--- config.mk ---
export PLATFORM = sky130hd
export DESIGN_NAME = ffe_sample_sequencer_flat
export DESIGN_NICKNAME = d
export VERILOG_FILES = /design/src/rtl/ffe_sample_sequencer_if.sv /design/src/rtl/ffe_sample_sequencer.sv /design/src/flat_wrapper.sv
export SDC_FILE = /design/constraint.sdc
export NUM_CORES = 1
export LEC_CHECK = 0
export CORE_MARGIN = 2
export CORE_UTILIZATION = 55
export DETAILED_ROUTE_END_ITERATION = 10
export PLACE_DENSITY_LB_ADDON = 0.1
export SLEW_MARGIN = 0
export SYNTH_ARGS = -nofsm -noshare
export SYNTH_HDL_FRONTEND = slang
export SYNTH_SLANG_ARGS = --single-unit
--- constraint.sdc ---
create_clock -name ffe_clk -period 3.1 [get_ports ffe_clk]
set_input_delay 0.62 -clock ffe_clk [delete_from_list [all_inputs] [get_ports ffe_clk]]
set_output_delay 0.62 -clock ffe_clk [all_outputs]
set_load 0.02 [all_outputs]
--- src/rtl/ffe_sample_sequencer_if.sv ---
`default_nettype none
// ============================================================================
//  Module      : ffe_sample_sequencer_if
//  Description : Sample handshake plus tap read-out bundle between upstream,
//                ffe_sample_sequencer and ffe_datapath.
//  Revision    : 1.0 - initial release
// ============================================================================
interface ffe_sample_sequencer_if #(
    parameter int IN_OUT_BUS_WIDTH = 12,
    parameter int ADDR_SIZE        = 2
);
    logic                               x_valid;
    logic signed [IN_OUT_BUS_WIDTH-1:0] x_in;
    logic                               x_ready;
    logic        [ADDR_SIZE-1:0]        rd_addr;
    logic signed [IN_OUT_BUS_WIDTH-1:0] rd_data;
    logic                               str_out_n_rst_add_reg;
    logic                               busy;

    // Environment side: offers samples, consumes the tap stream
    modport master (
        output x_valid, x_in,
        input  x_ready, rd_addr, rd_data, str_out_n_rst_add_reg, busy
    );

    // Sequencer side
    modport slave (
        input  x_valid, x_in,
        output x_ready, rd_addr, rd_data, str_out_n_rst_add_reg, busy
    );
endinterface
`default_nettype wire

--- src/rtl/ffe_sample_sequencer.sv ---
`default_nettype none
// ============================================================================
//  Module      : ffe_sample_sequencer
//  Description : Keeps a DEPTH-entry sample history and, for every accepted
//                sample, issues one frame of (tap index, x[n-k]) pairs to the
//                FFE datapath followed by an output/clear strobe.
//  Revision    : 1.0 - initial release
// ============================================================================
module ffe_sample_sequencer #(
    parameter int IN_OUT_BUS_WIDTH = 12,
    parameter int DEPTH            = 4,     // must be >= 2
    parameter int ADDR_SIZE        = $clog2(DEPTH)
) (
    input  wire logic             ffe_clk,
    input  wire logic             rst,
    ffe_sample_sequencer_if.slave seq
);

    localparam logic [ADDR_SIZE-1:0] c_last_tap  = ADDR_SIZE'(DEPTH - 1);
    localparam logic [ADDR_SIZE-1:0] c_one       = ADDR_SIZE'(1);
    localparam logic [ADDR_SIZE:0]   c_depth_ext = (ADDR_SIZE + 1)'(DEPTH);

    typedef enum logic [0:0] {
        ST_IDLE  = 1'b0,
        ST_ISSUE = 1'b1
    } state_t;

    state_t                             r_state;
    state_t                             w_state_nxt;
    logic        [ADDR_SIZE-1:0]        r_k;
    logic        [ADDR_SIZE-1:0]        w_k_nxt;
    logic        [ADDR_SIZE-1:0]        r_wp;
    logic signed [IN_OUT_BUS_WIDTH-1:0] r_hist [DEPTH];
    logic                               r_strobe;

    logic                               w_last_tap;
    logic                               w_accept;
    logic        [ADDR_SIZE-1:0]        w_newest;
    logic        [ADDR_SIZE:0]          w_wrap_idx;
    logic        [ADDR_SIZE-1:0]        w_rd_idx;

    // Final tap of a frame is the only ISSUE cycle that can take a new sample,
    // which lets frames run back to back without a bubble.
    assign w_last_tap    = (r_state == ST_ISSUE) && (r_k == c_last_tap);
    // Ready is forced low while reset is held, even though the state is IDLE.
    assign seq.x_ready   = ((r_state == ST_IDLE) || w_last_tap) && !rst;
    assign w_accept      = seq.x_valid && seq.x_ready;
    assign seq.str_out_n_rst_add_reg = r_strobe;

    // Index of x[n-k]: newest entry is one behind the write pointer, then walk back k
    assign w_newest   = (r_wp == '0) ? c_last_tap : (r_wp - c_one);
    assign w_wrap_idx = {1'b0, w_newest} + c_depth_ext - {1'b0, r_k};
    assign w_rd_idx   = (w_newest >= r_k) ? (w_newest - r_k) : w_wrap_idx[ADDR_SIZE-1:0];

    // FSM state and tap counter register
    always_ff @(posedge ffe_clk or posedge rst) begin
        if (rst) begin
            r_state <= ST_IDLE;
            r_k     <= '0;
        end else begin
            r_state <= w_state_nxt;
            r_k     <= w_k_nxt;
        end
    end

    // Next-state, tap counter and read-out outputs
    always_comb begin
        w_state_nxt = r_state;
        w_k_nxt     = r_k;
        seq.rd_addr = '0;
        seq.rd_data = '0;
        seq.busy    = 1'b0;
        case (r_state)
            ST_IDLE: begin
                if (w_accept) begin
                    w_state_nxt = ST_ISSUE;
                    w_k_nxt     = '0;
                end
            end
            ST_ISSUE: begin
                seq.rd_addr = r_k;
                seq.rd_data = r_hist[w_rd_idx];
                seq.busy    = 1'b1;
                if (r_k == c_last_tap) begin
                    w_state_nxt = w_accept ? ST_ISSUE : ST_IDLE;
                    w_k_nxt     = '0;
                end else begin
                    w_k_nxt     = r_k + c_one;
                end
            end
            default: begin
                w_state_nxt = ST_IDLE;
                w_k_nxt     = '0;
            end
        endcase
    end

    // Circular sample history; unwritten entries stay zero for zero-padded history
    always_ff @(posedge ffe_clk or posedge rst) begin
        if (rst) begin
            for (int i = 0; i < DEPTH; i++) begin
                r_hist[i] <= '0;
            end
            r_wp <= '0;
        end else if (w_accept) begin
            r_hist[r_wp] <= seq.x_in;
            r_wp         <= (r_wp == c_last_tap) ? '0 : (r_wp + c_one);
        end
    end

    // Output/clear strobe lands the cycle after the last tap is presented
    always_ff @(posedge ffe_clk or posedge rst) begin
        if (rst) begin
            r_strobe <= 1'b0;
        end else begin
            r_strobe <= w_last_tap;
        end
    end

endmodule
`default_nettype wire

--- src/flat_wrapper.sv ---
// flat-port wrapper written by rule: the top's interface ports become plain ports
module ffe_sample_sequencer_flat 
#(
    parameter int IN_OUT_BUS_WIDTH = 12,
    parameter int DEPTH            = 4,                    
    parameter int ADDR_SIZE        = $clog2(DEPTH)
)
  (ffe_clk, rst, seq_x_valid, seq_x_in, seq_x_ready, seq_rd_addr, seq_rd_data, seq_str_out_n_rst_add_reg, seq_busy);
  ffe_sample_sequencer_if #(.IN_OUT_BUS_WIDTH(IN_OUT_BUS_WIDTH), .ADDR_SIZE(ADDR_SIZE)) seq_i ();
  input  wire logic ffe_clk;
  input  wire logic rst;
  input wire logic [$bits(seq_i.x_valid)-1:0] seq_x_valid;
  input wire logic [$bits(seq_i.x_in)-1:0] seq_x_in;
  output wire logic [$bits(seq_i.x_ready)-1:0] seq_x_ready;
  output wire logic [$bits(seq_i.rd_addr)-1:0] seq_rd_addr;
  output wire logic [$bits(seq_i.rd_data)-1:0] seq_rd_data;
  output wire logic [$bits(seq_i.str_out_n_rst_add_reg)-1:0] seq_str_out_n_rst_add_reg;
  output wire logic [$bits(seq_i.busy)-1:0] seq_busy;
  assign seq_i.x_valid = seq_x_valid;
  assign seq_i.x_in = seq_x_in;
  assign seq_x_ready = seq_i.x_ready;
  assign seq_rd_addr = seq_i.rd_addr;
  assign seq_rd_data = seq_i.rd_data;
  assign seq_str_out_n_rst_add_reg = seq_i.str_out_n_rst_add_reg;
  assign seq_busy = seq_i.busy;
  ffe_sample_sequencer #(.IN_OUT_BUS_WIDTH(IN_OUT_BUS_WIDTH), .DEPTH(DEPTH), .ADDR_SIZE(ADDR_SIZE)) u_core (.ffe_clk(ffe_clk), .rst(rst), .seq(seq_i));
endmodule
==> summary.txt <==
Post-Place Worst Slack = -21.2 ps
Post-Route WL = 5.25 mm
CTS hold repair buffers = 0
Highest metal layer used by the detailed router = met4
Met2 wire length = 2.75 mm
Post-synthesis cell area = 0.00254 sq mm
Synth Net Count = 188
Remaining routing DRC violations = 0
Detailed-routing wirelength on met1 = 2.30 mm
Initial core utilization = 57.5%
Primary flip-flop cell chosen by synthesis mapping = dfrtp_1
Fraction of post-synthesis cell area in the top cell type by area = 53.2%
Die extent in y = 72.0 microns
Most common cell in the netlist = dfrtp_1
Total inserted antenna cells = 0
Layout Skew = 13.1 ps
Total power of the final layout = 4.15 mW
Slew margin rel. = 53.9%
Share of synthesized registers carrying an async set or reset = 100%
Most used standard cells in the synthesized netlist = dfrtp_1, mux2_2, and2_1, mux4_1, ha_1
LEAKAGE = 1.43 nW
Count of cell types in the netlist = 20
Cell type with the highest aggregate area in the netlist = dfrtp_1
Max-slew violation count = 0
Fraction of final layout cells with drive strength greater than 1 = 40.6%
Kind of end point of the critical path = primary output
Pin count of the biggest net entering global routing = 50
Most flop-heavy register = u_core.r_hist
Number of flops mapped to enable cells by yosys = 0
Cell Count Post-Placement = 254
Vias in the first global route = 1,671
Clk slew on worst S/H paths = 100 ps
Final period util = 98.2%
Final Instance Count excl. Fillers = 264
TritonRoute pass-1 iters = 4
Total overflow reported by the global router = 0
Deepest clock path buffer count = 2
Number of buffers added on ports = 31
Wire length of the first global-routing pass = 8.45 mm
TritonCTS clock tree = done
# Max-Cap Violations = 0
Worst-case setup margin in the final layout = 54.9 ps
Number of buffers inserted during clock tree synthesis = 5
Total number of nets in the final design = 232
Slew at the pin closest to its max-slew limit = 691 ps
Total Die Area = 0.00518 sq mm
Final ANT Viol Nets = 0
Max reg flops = 48
Layout fillers = 300
Power density normalized to cell area = 1340 mW/mm^2
Crit path time final = 3050 ps
Leading registers by flop count = u_core.r_hist x48, u_core.r_k x2, u_core.r_wp x2
Later-pin clock latency in the skew report = 310 ps
Sink Count = 54
Antenna violations before repair = 0
Sequential area share after synthesis = 53.2%
Number of register bits inferred by synthesis = 54
Root buffer cell = clkbuf_8
Sum of net half-perimeters after detailed placement = 3.42 mm
Final hold violation count = 0
Critical path data required time = 2480 ps
Final Wtd Congestion = 0.777
Via count = 1,534
Drt wl/cell = 19.9 microns
Biggest area contributors in the synthesized netlist = dfrtp_1, mux2_2, mux4_1, mux4_2, and2_1
Total I/O pin count = 32
Crit path DAT = 2430 ps
Tightest Hold Check Type = reg2reg
Die extent in x = 72.0 microns
Outcome = finished, final reports clean
Area delta synth->final = 22.1%
First DRT Iteration DRCs = 86
Count of mapped cells out of synthesis = 167
Number of levels in the clock H-tree = 2
Startpoint type of the worst setup path = flop
Total core area = 0.00441 sq mm
Total routing resource utilization after global routing = 22.1%
Via-to-Cell Ratio = 5.81
Highest ir drop seen on vdd = 0.611 mV
Row count = 24
Maximum net fanout on the critical path = 5
Post-Syn Area per Cell = 15.2 sq um
Startpoint-to-endpoint class of the critical path = reg2out
Ys Warns = 0
Maximum clock frequency = 328 MHz
Met3 WL = 130 microns
Setup violators final = 0
==> worst max-delay path: stages, from the launching register on <==
cell and delay (ps):
dfrtp_1 410, inv_2 100, ha_4 210, xnor3_2 340, buf_6 150, mux4_2 490, and2_1 170, clkdlybuf4s15_2 250
==> per-stage QoR <==
| step | utilization [%] | area (sq um) | hold WS [ps] | setup TNS, ps |
|---|---|---|---|---|
| CTS | 69.9 | 3090 | 505 | 0 |
| global route | 70.2 | 3100 | 520 | -17.0 |
| detailed placement | 67.8 | 2990 | 484 | -42.8 |
| floorplan | - | 2540 | 470 | 0 |
| finish | 70.2 | 3100 | 500 | 0 |
| global placement | 67.8 | 2990 | 479 | 0 |
==> routing by layer <==
layer,vias to the layer above,GRT usage (%)
met5,-,0
met4,0,7.13
met1,799,28.5
met2,33,37.8
li1,695,-
met3,7,4.44
==> repair_timing <==
| action | 4_1_cts | 5_1_grt |
|---|---|---|
| setup endpoints to repair | 12 | 7 |
| resized for setup | 30 | 4 |
| pin swaps | 1 | 1 |
| buffers inserted | 1 | 1 |
==> kinds of logic (layout without fill, tap and decap cells) <==
family	count (synthesis)	count (layout)	synth area share [%]
AOI/OAI and AO/OA	3	3	0.591
and+or+nand+nor	31	31	6.90
adders and majority gates	6	6	2.96
buffers and inverters	11	56	1.92
DFF	54	54	53.2
xor gates and xnor gates	1	1	0.936
muxes	61	61	33.5
==> cells in the final DEF (no fill, tap or decap) <==
| master | n |
|---|---|
| nand3_1 | 5 |
| dlygate4sd2_1 | 4 |
| buf_2 | 3 |
| and2_2 | 1 |
| nand2b_1 | 2 |
| buf_4 | 11 |
| clkbuf_1 | 1 |
| inv_2 | 3 |
| mux2i_1 | 1 |
| clkdlybuf4s15_1 | 1 |
| clkdlybuf4s50_1 | 19 |
| nor2b_1 | 2 |
| buf_12 | 2 |
| mux4_1 | 8 |
| clkdlybuf4s15_2 | 4 |
| or4_1 | 1 |
| clkbuf_8 | 6 |
| o21ai_0 | 3 |
| xnor3_2 | 1 |
| clkinv_2 | 1 |
| nand2_1 | 4 |
| mux4_2 | 4 |
| dfrtp_1 | 54 |
| and2_1 | 14 |
| ha_4 | 1 |
| mux2_2 | 48 |
| nor2_1 | 2 |
| ha_1 | 5 |
| buf_6 | 1 |
==> area by class of cell <==
type                            count  area, sq um  area share [%]
Inverter                            3         11.3           0.363
Multi-Input combinational cell    102         1150            37.2
Tap cell                           52         65.1            2.10
Timing Repair Buffer               45          429            13.8
Clock inverter                      1         5.00           0.161
Sequential cell                    54         1350            43.6
Clock buffer                        7         86.3            2.78
==> path summary, 6_finish.rpt <==
path | start | end | slack [ps] | cells after the start
max in group asynchronous | rst | u_core.r_hist[6]$_DFFE_PP0P_ | 1700 | 3
min in group asynchronous | rst | u_core.r_state$_DFF_PP0_ | 570 | 2
setup reg to reg | u_core.r_state$_DFF_PP0_ | u_core.r_hist[35]$_DFFE_PP0P_ | 920 | 4
hold reg to reg | u_core.r_hist[39]$_DFFE_PP0P_ | u_core.r_hist[39]$_DFFE_PP0P_ | 500 | 1
hold / removal | u_core.r_hist[39]$_DFFE_PP0P_ | u_core.r_hist[39]$_DFFE_PP0P_ | 500 | 1
setup / recovery | u_core.r_wp[0]$_DFFE_PP0P_ | seq_rd_data[8] | 50 | 7
==> where the power goes <==
group | leakage, nW | total (mW) | internal (mW) | switching (mW)
Combinational | 0.714 | 2.48 | 1.43 | 1.05
Sequential | 0.664 | 1.27 | 1.05 | 0.221
Clock | 0.0482 | 0.399 | 0.181 | 0.218
Total | 1.43 | 4.15 | 2.66 | 1.49
No activity file was read; power rests on OpenSTA's default activity.
